### src/rtl/joystick_beep_ctrl.sv
// Joystick left/right conditioner: 2-flop sync, debounce, press strobe, fixed-length beep request.
// Latency: sw after E(1+DEBOUNCE_CYCLES), press +1, beep/busy +1; no backpressure (free-running outputs).
module joystick_beep_ctrl #(
    parameter int DEBOUNCE_CYCLES = 500_000,
    parameter int BEEP_CYCLES     = 5_000_000
) (
    input  logic clk,
    input  logic rst,
    input  logic joy_left_raw,
    input  logic joy_right_raw,
    output logic sw_left,
    output logic sw_right,
    output logic press_left,
    output logic press_right,
    output logic joystick_left,
    output logic joystick_right,
    output logic busy
);

    localparam int CW = $clog2(DEBOUNCE_CYCLES);
    localparam int TW = (BEEP_CYCLES > 1) ? $clog2(BEEP_CYCLES) : 1;
    localparam logic [CW-1:0] DB_LAST   = CW'(DEBOUNCE_CYCLES - 1);
    localparam logic [TW-1:0] BEEP_LOAD = TW'(BEEP_CYCLES - 1);

    typedef enum logic {
        IDLE = 1'b0,
        BEEP = 1'b1
    } state_t;

    // Channel vectors are ordered {left, right}.
    logic [1:0] raw;
    logic [1:0] sync1;
    logic [1:0] sync2;
    logic [1:0] stable;
    logic [1:0] stable_d;
    logic [1:0] press;

    state_t     state;
    state_t     state_nxt;
    logic [TW-1:0] timer;
    logic [TW-1:0] timer_nxt;
    logic [1:0] dir;
    logic [1:0] dir_nxt;
    logic [1:0] joy_q;
    logic       busy_q;

    assign raw = {joy_left_raw, joy_right_raw};

    always_ff @(posedge clk or posedge rst) begin
        if (rst) begin
            sync1 <= 2'b00;
            sync2 <= 2'b00;
        end else begin
            sync1 <= raw;
            sync2 <= sync1;
        end
    end

    for (genvar c = 0; c < 2; c++) begin : g_db
        logic [CW-1:0] cnt;
        logic          stab;

        // Counter only runs while the input disagrees, so it saturates at DB_LAST by flipping.
        always_ff @(posedge clk or posedge rst) begin
            if (rst) begin
                cnt  <= '0;
                stab <= 1'b0;
            end else if (sync2[c] == stab) begin
                cnt <= '0;
            end else if (cnt == DB_LAST) begin
                stab <= sync2[c];
                cnt  <= '0;
            end else begin
                cnt <= cnt + 1'b1;
            end
        end

        assign stable[c] = stab;
    end

    always_ff @(posedge clk or posedge rst) begin
        if (rst) begin
            stable_d <= 2'b00;
            press    <= 2'b00;
        end else begin
            stable_d <= stable;
            press    <= stable & ~stable_d;
        end
    end

    always_comb begin
        state_nxt = state;
        timer_nxt = timer;
        dir_nxt   = dir;
        case (state)
            IDLE: begin
                if (|press) begin
                    state_nxt = BEEP;
                    timer_nxt = BEEP_LOAD;
                    dir_nxt   = press;
                end
            end
            BEEP: begin
                // A new press restarts the request and replaces the direction set.
                if (|press) begin
                    timer_nxt = BEEP_LOAD;
                    dir_nxt   = press;
                end else if (timer != '0) begin
                    timer_nxt = timer - 1'b1;
                end else begin
                    state_nxt = IDLE;
                    dir_nxt   = 2'b00;
                end
            end
            default: begin
                state_nxt = IDLE;
                timer_nxt = '0;
                dir_nxt   = 2'b00;
            end
        endcase
    end

    // Outputs are registered from the next-state values so they track the state register exactly.
    always_ff @(posedge clk or posedge rst) begin
        if (rst) begin
            state  <= IDLE;
            timer  <= '0;
            dir    <= 2'b00;
            joy_q  <= 2'b00;
            busy_q <= 1'b0;
        end else begin
            state  <= state_nxt;
            timer  <= timer_nxt;
            dir    <= dir_nxt;
            joy_q  <= dir_nxt & {2{state_nxt == BEEP}};
            busy_q <= (state_nxt == BEEP);
        end
    end

    assign sw_left        = stable[1];
    assign sw_right       = stable[0];
    assign press_left     = press[1];
    assign press_right    = press[0];
    assign joystick_left  = joy_q[1];
    assign joystick_right = joy_q[0];
    assign busy           = busy_q;

endmodule

### config.mk
export PLATFORM = sky130hd
export DESIGN_NAME = joystick_beep_ctrl
export DESIGN_NICKNAME = d
export VERILOG_FILES = /design/src/rtl/joystick_beep_ctrl.sv
export SDC_FILE = /design/constraint.sdc
export NUM_CORES = 1
export LEC_CHECK = 0
export CAP_MARGIN = 20
export CELL_PAD_IN_SITES_DETAIL_PLACEMENT = 1
export CELL_PAD_IN_SITES_GLOBAL_PLACEMENT = 2
export CORE_ASPECT_RATIO = 0.9
export CORE_UTILIZATION = 40
export DETAILED_ROUTE_END_ITERATION = 10
export HOLD_SLACK_MARGIN = 0.02
export PLACE_DENSITY_LB_ADDON = 0.1
export SLEW_MARGIN = 0
export SYNTH_ARGS = -nofsm -noshare
export SYNTH_HDL_FRONTEND = slang
export SYNTH_SLANG_ARGS = --single-unit
### constraint.sdc
create_clock -name clk -period 3.7 [get_ports clk]
set_input_delay 0.925 -clock clk [delete_from_list [all_inputs] [get_ports clk]]
set_output_delay 0.925 -clock clk [all_outputs]
set_load 0.05 [all_outputs]
# [Yosys cells after proc, flatten, opt, wreduce, memory -nomap -nowiden]
# Cells that the tools add are included.
[word_totals] ff_bits=76 inputBits=4 out_inout_bits=7 word_cells=48
[classes] n_addsub=3 n_eq_ne=6 muxes=16 bitwise_logic=6 n_reduce_logical=5
[ops] op="2-to-1 mux 19 bit" count=4
[ops] op="2-to-1 mux 23 bit" count=3
[ops] op="one-hot mux 23 bit (2 select lines)" count=1
[ops] op="adder 19 x 1 -> 19 bit (second input constant)" count=2
[ops] op="equality test 19 bit (second input constant)" count=2
[ops] op="nonzero test 23 bit" count=1
[ops] op="subtractor 23 x 1 -> 23 bit (second input constant)" count=1
[ops] op="2-to-1 mux 2 bit" count=3
[ops] op="AND reduction 2 bit" count=3
[ops] op="bitwise AND 2 bit" count=2
[ops] op="one-hot mux 2 bit (2 select lines)" count=1
[ops] op="2-to-1 mux 1 bit" count=3
[ops] op="inequality test 3 x 1 -> 1 bit (second input constant)" count=1
[ops] op="NOT 1 bit" count=3
[ops] op="equality test 1 bit" count=2
[ops] op="inequality test 2 bit (second input constant)" count=1
[ops] op="NOT 2 bit" count=1
[ops] op="one-hot mux 1 bit (2 select lines)" count=1
[ops] op="OR reduction 2 bit" count=1

# [Logic depth before layout (Yosys ltp)]
# Gate-level depths: netlist of the first run.
[logic_depth] depth_word=5 ltp_mapped=9 mapped_depth_nobuf=7

# [Least setup slack after synthesis of the first run]
# No wires, ideal clock.
[synth_path] kind="register to register" startpoint="register timer[0]" endpoint="register timer[3]" setup_time_ps=76 arrival_ps=2240 t_required_ps=3624 slack_ps=1384 stages_incl_launch_ff=10 path_buffers=2 synth_period_minus_slack_ps=2316 path_cell_list="dfrtp_1 > inv_1 > ha_1 > or4b_1 > buf_2 > or3_1 > o31a_1 > buf_2 > and3_1 > o21ai_1"
[synth_between] elab_chain_len=4 word_cells_on_any_way=7 cone_classes="add/sub: 1; eq/ne: 1; mux: 3; reduce/logical: 2"
[synth_lines] element="from (decl)" line="40" text="logic [TW-1:0] timer;"
[synth_lines] element="from (signal assigned)" line="133" text="timer <= timer_nxt;"
[synth_lines] element="subtractor 23 x 1 -> 23 bit" line="109" text="timer_nxt = timer - 1'b1;"
[synth_lines] element="2-to-1 mux 23 bit" line="108" text="end else if (timer != '0) begin"
[synth_lines] element="2-to-1 mux 23 bit" line="105" text="if (|press) begin"
[synth_lines] element="one-hot mux 23 bit (2 select lines)" line="95" text="case (state)"
# Several ways; a longest one is shown, not always the timed one. The select of a mux whose other input is x is not followed.
# A chain may end at the register's enable or synchronous reset.

# [Worst setup path after layout of the first run]
[layout_path] startpoint="register timer[0]" endpoint="register timer[9]"
# Same word-level chain as after synthesis.

==> results of run 1 <==
[per-stage QoR]
stage / util (%) / cells / setup WS (ns) / hold WS, ns / power [W]
finish: 46.58 / 497 / 1.027 / 0.3514 / 0.001525
global route: 46.58 / 497 / 0.8277 / 0.3568 / 0.001596
CTS: 46.50 / 496 / 0.9140 / 0.3531 / 0.001560
detailed placement: 44.14 / 480 / 0.9265 / 0.3363 / 0.0009022
global placement: 44.14 / 480 / 1.026 / 0.3341 / 0.0009015
floorplan: - / 358 / 0.8367 / 0.3312 / 0.0008870
[worst max-delay path by stage]
stage	endpoint	slack, ns	depth (start not counted)
after floorplan	busy	0.84	1
after global placement	timer[9]	1.03	8
after detailed placement	timer[9]	0.93	8
after CTS	timer[9]	0.91	8
after global routing	timer[9]	0.83	8
final	timer[9]	1.03	8
[worst max-delay path, stage by stage, from the launching register on]
cell	delay [ns]
dfrtp_1	0.42
inv_1	0.08
ha_1	0.20
or4b_1	0.62
or3_1	0.40
o31ai_1	0.42
buf_4	0.24
or4_2	0.12
nand3_1	0.07
[power by group through the flow]
stage / Clock (W) / Combinational, W / Sequential (W)
after floorplan: 0 / 0.0000281 / 0.000859
after global placement: 0 / 0.0000415 / 0.000860
after detailed placement: 0 / 0.0000418 / 0.000860
after CTS: 0.000674 / 0.0000418 / 0.000844
after global routing: 0.000703 / 0.0000474 / 0.000845
final: 0.000642 / 0.0000392 / 0.000844
[cell type report]
cell class	count	share of cell area (%)
Tap cell	119	3.713
Clock buffer	12	3.869
Inverter	9	0.8736
Multi-Input combinational cell	263	39.69
Sequential cell	76	47.43
Timing Repair Buffer	14	3.245
Clock inverter	4	1.186
[registers in the layout, indices dropped and copies added (netlist names)]
signal	count
press	2
sync2	2
stable_d	2
dir	2
sync1	2
sw_right	1
sw_left	1
timer	23
joy_q	2
busy	1
g_db.cnt	38
[routing by layer]
layer	vias to the layer above	part of all wire [%]	GRT usage, %
met5	-	0	0
met4	0	1.3	5.797
met3	7	1.5	3.887
met2	16	48	29.95
met1	1258	49	25.22
li1	1275	-	-
[cells in the mapped netlist (2+ instances only)]
library cell	count
o21ai_0	4
o21ai_1	2
nand2_1	27
or4_1	2
nand4b_1	2
a31oi_1	2
and3_1	7
o21bai_1	4
inv_1	9
o311ai_0	2
or3_1	2
clkbuf_1	6
nor2b_1	6
or2_2	3
nor2_1	60
dfrtp_1	76
nand2b_1	2
a211oi_1	2
and4_1	3
o31ai_1	6
and2_1	2
xor2_1	27
nand3_1	23
or4_2	2
mux2_2	2
xnor2_1	16
buf_2	4
nor4_1	7
a21oi_1	7
nand4_1	11
ha_1	3
or4_4	2
nor3_1	13
[cell families after synthesis]
kind of cell / after synthesis
and+or+nand+nor: 180
AOI/OAI and AO/OA: 35
buffers and inverters: 19
xor gates and xnor gates: 43
muxes: 2
DFF: 76
adders and majority gates: 3
==> metrics, run 1 <==
root buf cell clkbuf_8; Post-CTS Setup Bufs 0; placed inst area 3800 um2; commonest non-fill, non-tap cell in the layout dfrtp_1; Die X-Extent 101.6 um; antenna fix cells 0; CP startpoint kind flop; die height 91.62 um; crit share post-route 72.25%; CP max FO 11; total global-route track usage 18.68%; initial core utilization 41.47%; Compound-Gate Fraction of Synth Area 6.835%; Worst Path Required 3.93 ns; leakage power 1.796 nW; DR vias/cell 5.143; share of layout cells above drive strength 1 8.730%; post-route minimum period 2.673 ns; clock tree sinks 76; R2R cell count 8; maximum clock frequency 0.3741 GHz; area delta synth->final 12.34%; Internal 0.001195 W; Slew Limit Fails 0; CP startpoint timer[0]; first-pass GRT wire length 13510 um; Yosys cell types 45; gpl congestion 0.7426; initial drt markers 82; Post-Synthesis Cells 358; mux cell area share after synthesis 0.6309%; area of the multi-input gates 1592 um2; vias in the first global route 2744; CP endpoint kind flop; XOR/XNOR Fraction of Synth Area 10.55%; drt pass-1 iters 6; Hold Path Sink sync2[0]; final setup vio count 0; Final Cell Area 4010 um2; Die Footprint 9306 um2; final hold violation count 0; routed wire length 7412 um; Adder-Cell Fraction of Synth Area 1.052%; clock edge transition at the registers on the reported setup and hold paths 0.08 ns; # rows 32; register area share after synthesis 53.28%; number of synthesized flops with an enable pin 0; ranking of synthesized cells by area dfrtp_1 53%, xor2_1 6.6%, nor2_1 6.3%; NumNets Final 380; Synthesis Warnings 0; worst hold path stage count 0; worst min path class reg2reg; TritonCTS clock tree yes; commonest non-fill, non-tap cells in the layout 76 x dfrtp_1, 60 x nor2_1, 27 x nand2_1, 27 x xor2_1, 23 x nand3_1; H-tree levels 3; R2R Path End timer[9]; Main synth FF type dfrtp_1; Hold Startpoint sync1[0]; Residual DRC 0; Ports 11; post-synthesis net count 365; Sequential Area 1902 um2; Slew headroom 46.22%; average size of a mapped cell 9.971 um2; switching share of power 21.63%; worst-case clock skew 0.01224 ns; Routed Antenna Nets 0; PostCTS Resize Cnt 0; Crit Path Class reg2reg; DP HPWL 5137 um; mapped cell area 3570 um2; status complete, no violations; Comb pwr share 2.6%; Yosys reg bits 76; Routed wire per std cell 14.91 um; Max Cap Violations 0; worst r2r src timer[0]; core box area 8608 um2; simple-gate share of the synthesized area 25.52%; grt ovf 0; Max VDD drop 0.2112 mV; post-synth top area share 53.28%; setup TNS 0 ns; P per Cell Area 380.3 nW/um2; leading area contributor after synthesis dfrtp_1; I/O Buffers 10; main combinational cell family by area after synthesis simple AND/OR/NAND/NOR gates; cts hold-fix bufs 0; total CTS buffers 9; Sw Pwr 0.0003298 W; pin count of the biggest net entering global routing 43; Synth async-reset ratio 100.0%; CTS max path bufs 2; fillers 982; Slew @ Worst Pin 0.8006 ns; RSZ-0062 raised after global routing false; Skew-Pair Late Insertion Delay 0.34 ns; clock power share 42.1%; initial antenna violation count 0; flop2flop setup slack 1.03 ns; Crit path arrival time 2.90 ns; DR vias 2556; sequential power share 55.3%
Power figures use the tool's default switching activity.
==> inputs of run 2 (changes only) <==
--- a/config.mk
+++ b/config.mk
@@ -9,7 +9,7 @@
 export CELL_PAD_IN_SITES_DETAIL_PLACEMENT = 1
 export CELL_PAD_IN_SITES_GLOBAL_PLACEMENT = 2
 export CORE_ASPECT_RATIO = 0.9
-export CORE_UTILIZATION = 40
+export CORE_UTILIZATION = 36
 export DETAILED_ROUTE_END_ITERATION = 10
 export HOLD_SLACK_MARGIN = 0.02
 export PLACE_DENSITY_LB_ADDON = 0.1
==> constraint.sdc (replaced) <==
create_clock -name clk -period 2.2 [get_ports clk]
set_input_delay 0.55 -clock clk [delete_from_list [all_inputs] [get_ports clk]]
set_output_delay 0.55 -clock clk [all_outputs]
set_load 0.05 [all_outputs]
==> metrics, run 2 (same netlist as run 1, synthesis figures left out) <==
status finished, violations left; failing checks negative setup slack; commonest non-fill, non-tap cells in the layout 76 x dfrtp_1, 60 x nor2_1, 33 x buf_4, 27 x nand2_1, 27 x xor2_1; Max Cap Violations 0 (unchanged); worst hold path stage count 0 (unchanged); grt ovf 0 (unchanged); pin count of the biggest net entering global routing 77 (+79%); # rows 34 (+6.3%); core box area 9657 um2 (+12%); total global-route track usage 16.95% (-1.7 points); final setup vio count 3 (+3); Worst path slowest cell or4b_4; leakage power 2.031 nW (+13%); Cell Chain, Critical Path inv_1 -> ha_2 -> or4b_4 -> or3_4 -> or4_4 -> nor4_2 -> a31o_1; initial drt markers 61 (-26%); post-route minimum period 2.256 ns (-0.4171 ns); clock edge transition at the registers on the reported setup and hold paths 0.09 ns (about the same); placed cells 515 (+7.3%); NumNets Final 412 (+8.4%); Worst Path Required 2.50 ns (-1.43 ns); Final Hold Slack 0.3557 ns (+0.004309 ns); Final Cell Area 4343 um2 (+8.3%); CP max FO 7 (-4); Slew headroom 66.37% (+20 points); Crit path largest cell delay 0.49 ns (-0.13 ns); routed wire length 7927 um (+6.9%); Routed wire per std cell 14.79 um (-0.83%); commonest non-fill, non-tap cell in the layout dfrtp_1; fin util 44.97% (-1.6 points); Internal 0.001841 W (+54%); switching share of power 24.79% (+3.2 points); Ports 11 (unchanged); worst setup margin -0.05614 ns (-1.083 ns); CP endpoint kind flop; Routed Antenna Nets 0 (unchanged); share of layout cells above drive strength 1 19.02% (+10 points); worst-case clock skew 0.01573 ns (+0.003489 ns); Sequential Area 1902 um2 (unchanged); crit share post-route 102.6% (+30 points); Skew-Pair Late Insertion Delay 0.35 ns (about the same); RSZ-0062 raised after global routing true; total power 0.002448 W (+61%); Layout Cells excl Fill 536 (+7.8%); fillers 1072 (+9.2%); clock power share 39.2% (-2.9 points); Residual DRC 0 (unchanged); root buf cell clkbuf_8; Crit path arrival time 2.55 ns (-0.35 ns); first-pass GRT wire length 13570 um (+0.46%); area delta synth->final 21.66%; H-tree levels 3 (unchanged); Largest regs g_db.cnt (38), timer (23); Comb pwr share 2.8% (+0.2 points); die height 96.47 um (+5.3%); final hold violation count 0 (unchanged); Biggest register g_db.cnt; P per Cell Area 563.7 nW/um2 (+48%); Die Footprint 10320 um2 (+11%); DR vias/cell 5.073 (-1.4%); vias in the first global route 2783 (+1.4%); maximum clock frequency 0.4432 GHz (+18%); cts hold-fix bufs 0 (unchanged); initial antenna violation count 0 (unchanged); Max VDD drop 0.3552 mV (+68%); Crit Path Class reg2reg; Die X-Extent 107.0 um (+5.3%); TritonCTS clock tree yes; I/O Buffers 10 (unchanged); total CTS buffers 9 (unchanged); family with the most delay on the worst path simple AND/OR/NAND/NOR gates; CP startpoint kind flop; Sw Pwr 0.0006069 W (+84%); R2R cell count 7 (-1); CTS max path bufs 2 (unchanged); DP HPWL 5335 um (+3.8%); CP Buf/Inv Count 1 (-1); Slew @ Worst Pin 0.5037 ns (-0.2969 ns); gpl congestion 0.7537 (+1.5%); Worst path depth 7 (-1); antenna fix cells 0 (unchanged); initial core utilization 36.97% (-4.5 points); placed inst area 4053 um2 (+6.7%); clock tree sinks 76 (unchanged); Slew Limit Fails 0 (unchanged); worst min path class reg2reg; area of the multi-input gates 1674 um2 (+5.2%); DR vias 2719 (+6.4%); sequential power share 58.0% (+2.7 points); max reg flops 38 (unchanged); drt pass-1 iters 4 (-2)
-- run 2: cell types whose count changed in the layout (fill, tap and decap cells not counted), sizes merged, moves of 2 or more --
cell           change
buf               +32
inv                +2
dlymetal6s2s       +4
clkbuf             -3
clkdlybuf4s50      -5
-- run 2: worst reg2reg max path: stages (launching register included) --
cell and delay (ns):
dfrtp_1 0.38, inv_1 0.06, ha_2 0.17, or4b_4 0.49, or3_4 0.41, or4_4 0.44
nor4_2 0.14, a31o_1 0.13
-- run 2: metrics by stage --
stage | setup TNS (ns) | worst slack (ns)
global route | -1.078 | -0.1341
finish | -0.08807 | -0.05614
detailed placement | -0.8759 | -0.1762
CTS | -0.1853 | -0.07510
global placement | -0.3176 | -0.1116
floorplan | -0.6765 | -0.08689
-- run 2: timing repair --
item | 4_1_cts | 5_1_grt
pin swaps | 0 | 1
cloned | 0 | 1
buffers inserted | 2 | 2
setup endpoints to repair | 15 | 28
gates resized for setup | 4 | 17
-- run 2: cell type report --
class	count	share of cell area, %
inverter	9	0.8643
sequential	76	43.79
clock buffer	9	2.852
clock inverter	7	1.124
tap	126	3.630
multi-input combinational	263	38.55
timing repair buffer	46	9.190
-- run 2: path summary, 6_finish.rpt --
check	start	endpoint	slack [ns]
setup / recovery	timer[0]	timer[20]	-0.06
hold / removal	sync1[1]	sync2[1]	0.36
setup reg to reg	timer[0]	timer[20]	-0.06
hold reg to reg	sync1[1]	sync2[1]	0.36
max in group asynchronous	rst	g_db[0].cnt[14]	1.22
min in group asynchronous	rst	g_db[1].cnt[8]	0.65
-- run 2: power by group through the flow --
stage                     Combinational, W  Sequential, W  Clock [W]
after floorplan                  0.0000476        0.00144          0
after global placement           0.0000715        0.00145          0
after detailed placement         0.0000728        0.00145          0
after CTS                        0.0000728        0.00142    0.00101
after global routing             0.0000832        0.00142    0.00107
final                            0.0000682        0.00142   0.000961
-- run 2: layer usage --
metal | wire (um) | up-vias | track usage, %
met5 | 0 | - | 0
met3 | 166 | 6 | 4.427
met1 | 3971 | 1361 | 22.81
li1 | - | 1333 | -
met2 | 3723 | 19 | 27.26
met4 | 65 | 0 | 4.452
==> inputs of run 3 (changes only) <==
--- a/config.mk
+++ b/config.mk
@@ -8,8 +8,7 @@
 export CAP_MARGIN = 20
 export CELL_PAD_IN_SITES_DETAIL_PLACEMENT = 1
 export CELL_PAD_IN_SITES_GLOBAL_PLACEMENT = 2
-export CORE_ASPECT_RATIO = 0.9
-export CORE_UTILIZATION = 36
+export CORE_UTILIZATION = 30
 export DETAILED_ROUTE_END_ITERATION = 10
 export HOLD_SLACK_MARGIN = 0.02
 export PLACE_DENSITY_LB_ADDON = 0.1
==> metrics, run 3 (same netlist as run 1, synthesis figures left out) <==
failing checks design-rule violations, negative setup slack; Sequential Area 1902 um2 (unchanged); placed cells 536 (+4.1%); area of the multi-input gates 1645 um2 (-1.7%); Comb pwr share 2.3% (-0.5 points); clock edge transition at the registers on the reported setup and hold paths 0.06 ns (-0.03 ns); worst min path class reg2reg; Slew @ Worst Pin 0.5519 ns (+0.04821 ns); share of layout cells above drive strength 1 18.20% (-0.82 points); antenna fix cells 0 (unchanged); CP max FO 6 (-1); CTS max path bufs 2 (unchanged); worst setup margin -0.06070 ns (-0.004561 ns); final setup vio count 4 (+1); Ports 11 (unchanged); final hold violation count 0 (unchanged); Worst Path Required 2.48 ns (-0.02 ns); Die Footprint 12340 um2 (+20%); core box area 11520 um2 (+19%); CP startpoint kind flop; leakage power 2.066 nW (+1.7%); clock power share 54.0% (+15 points); sequential power share 43.7% (-14 points); H-tree levels 3 (unchanged); Sw Pwr 0.0006465 W (+6.5%); pin count of the biggest net entering global routing 33 (-57%); worst hold path stage count 0 (unchanged); die height 111.1 um (+15%); clock tree sinks 76 (unchanged); commonest non-fill, non-tap cell in the layout dfrtp_1; TritonCTS clock tree yes; Residual DRC 2 (+2); Skew-Pair Late Insertion Delay 0.34 ns (about the same); worst r2r src timer[0]; Routed wire per std cell 15.05 um (+1.7%); area delta synth->final 26.81%; Internal 0.002603 W (+41%); post-route minimum period 2.261 ns (+0.004561 ns); DR vias/cell 4.933 (-2.7%); status finished, violations left; initial antenna violation count 0 (unchanged); Max VDD drop 0.3077 mV (-13%); P per Cell Area 717.8 nW/um2 (+27%); Routed Antenna Nets 0 (unchanged); cts hold-fix bufs 0 (unchanged); DP HPWL 5778 um (+8.3%); fillers 1292 (+21%); vias in the first global route 2969 (+6.7%); Crit path arrival time 2.54 ns (about the same); commonest non-fill, non-tap cells in the layout 76 x dfrtp_1, 60 x nor2_1, 36 x buf_4, 27 x nand2_1, 27 x xor2_1; Slew Limit Fails 0 (unchanged); R2R Path End timer[20]; routed wire length 8350 um (+5.3%); # rows 39 (+15%); initial drt markers 91 (+49%); switching share of power 19.90% (-4.9 points); Slew headroom 62.92% (-3.4 points); worst-case clock skew 0.008909 ns (-0.006818 ns); Layout Cells excl Fill 555 (+3.5%); gpl congestion 0.7321 (-2.9%); first-pass GRT wire length 14550 um (+7.2%); flop2flop setup slack -0.06 ns (about the same); total global-route track usage 15.04% (-1.9 points); Crit Path Class reg2reg; Final Cell Area 4527 um2 (+4.2%); Worst path slowest cell or4b_4; Cell Chain, Critical Path inv_1 -> ha_2 -> or4b_4 -> or3_4 -> or4_4 -> nor4_4 -> a31o_1; initial core utilization 31.00% (-6.0 points); crit share post-route 102.8% (+0.21 points); maximum clock frequency 0.4423 GHz (-0.20%); root buf cell clkbuf_16; placed inst area 4114 um2 (+1.5%); R2R cell count 7 (unchanged); Die X-Extent 111.1 um (+3.8%); Max Cap Violations 0 (unchanged); Crit path largest cell delay 0.49 ns (about the same); DR vias 2738 (+0.70%); grt ovf 0 (unchanged); total power 0.003250 W (+33%); max reg flops 38 (unchanged); I/O Buffers 10 (unchanged); Largest regs g_db.cnt (38), timer (23); CP endpoint kind flop; NumNets Final 414 (+0.49%); Worst setup endpoint timer[20]; total CTS buffers 9 (unchanged); Biggest register g_db.cnt; CP startpoint timer[0]; RSZ-0062 raised after global routing true; drt pass-1 iters 7 (+3)
==> run 3: changes by cell type in the layout (fill, tap and decap cells not counted), moves of 2 or more <==
cell,before,now
clkbuf_16,0,9
clkbuf_8,9,2
buf_4,33,36
bufinv_16,0,3
dlymetal6s2s_1,4,1
clkinv_2,3,1
inv_6,2,0
nor3_1,11,13
nor3_2,2,0
nor4_2,3,1
==> run 3: final cells by class <==
class	instances	area share (%)
Clock buffer	12	5.666
Clock inverter	4	2.101
Inverter	9	0.8292
Multi-Input combinational cell	263	36.35
Sequential cell	76	42.01
Tap cell	143	3.952
Timing Repair Buffer	48	9.093
==> run 3: per-stage QoR <==
stage          TNS [ns]  utilization [%]  worst slack, ns  hold slack, ns
6_report        -0.1402            39.31         -0.06070          0.3428
3_3_place_gp    -0.1090            35.72         -0.08868          0.3342
5_1_grt          -1.353            39.31          -0.1513          0.3621
4_1_cts         -0.2098            38.84         -0.06877          0.3458
3_5_place_dp    -0.3879            35.72          -0.1410          0.3365
2_1_floorplan   -0.6765                -         -0.08689          0.3312
==> run 3: worst min path at each step <==
| stage | from | slack [ns] | end |
|---|---|---|---|
| 2_1_floorplan | sync1[0] | 0.33 | sync2[0] |
| 5_1_grt | sync1[0] | 0.36 | sync2[0] |
| 3_5_place_dp | sync1[1] | 0.34 | sync2[1] |
| 4_1_cts | sync1[0] | 0.35 | sync2[0] |
| 6_report | sync1[0] | 0.34 | sync2[0] |
| 3_3_place_gp | sync1[0] | 0.33 | sync2[0] |
==> run 3: power by group through the flow <==
stage,logic [W],clock network (W),registers [W]
floorplan,0.0000476,0,0.00144
global placement,0.0000780,0,0.00145
detailed placement,0.0000794,0,0.00145
CTS,0.0000795,0.00181,0.00142
global route,0.0000880,0.00185,0.00142
finish,0.0000747,0.00175,0.00142
==> run 3: critical path: cells and delay by family (launching register included) <==
kind	cells	cell delay (ns)
flip-flops	1	0.38
buffers and inverters	1	0.06
AND/OR/NAND/NOR	4	1.47
AO/OA/AOI/OAI	1	0.13
adder cells (fa/ha/maj)	1	0.16
==> run 3: per-layer routing <==
| layer | up-vias | global-route usage (%) | part of all wire [%] |
|---|---|---|---|
| met5 | - | 0 | 0 |
| met4 | 0 | 7.568 | 2.1 |
| met3 | 11 | 2.788 | 1.9 |
| met2 | 18 | 24.61 | 47 |
| met1 | 1367 | 19.05 | 49 |
| li1 | 1342 | - | - |
==> run 3: timing repair <==
action                                  CTS  global route
buffers inserted                          0             3
resized for setup                         4             6
endpoints found under the setup margin   14            16
pin swaps                                 0             0
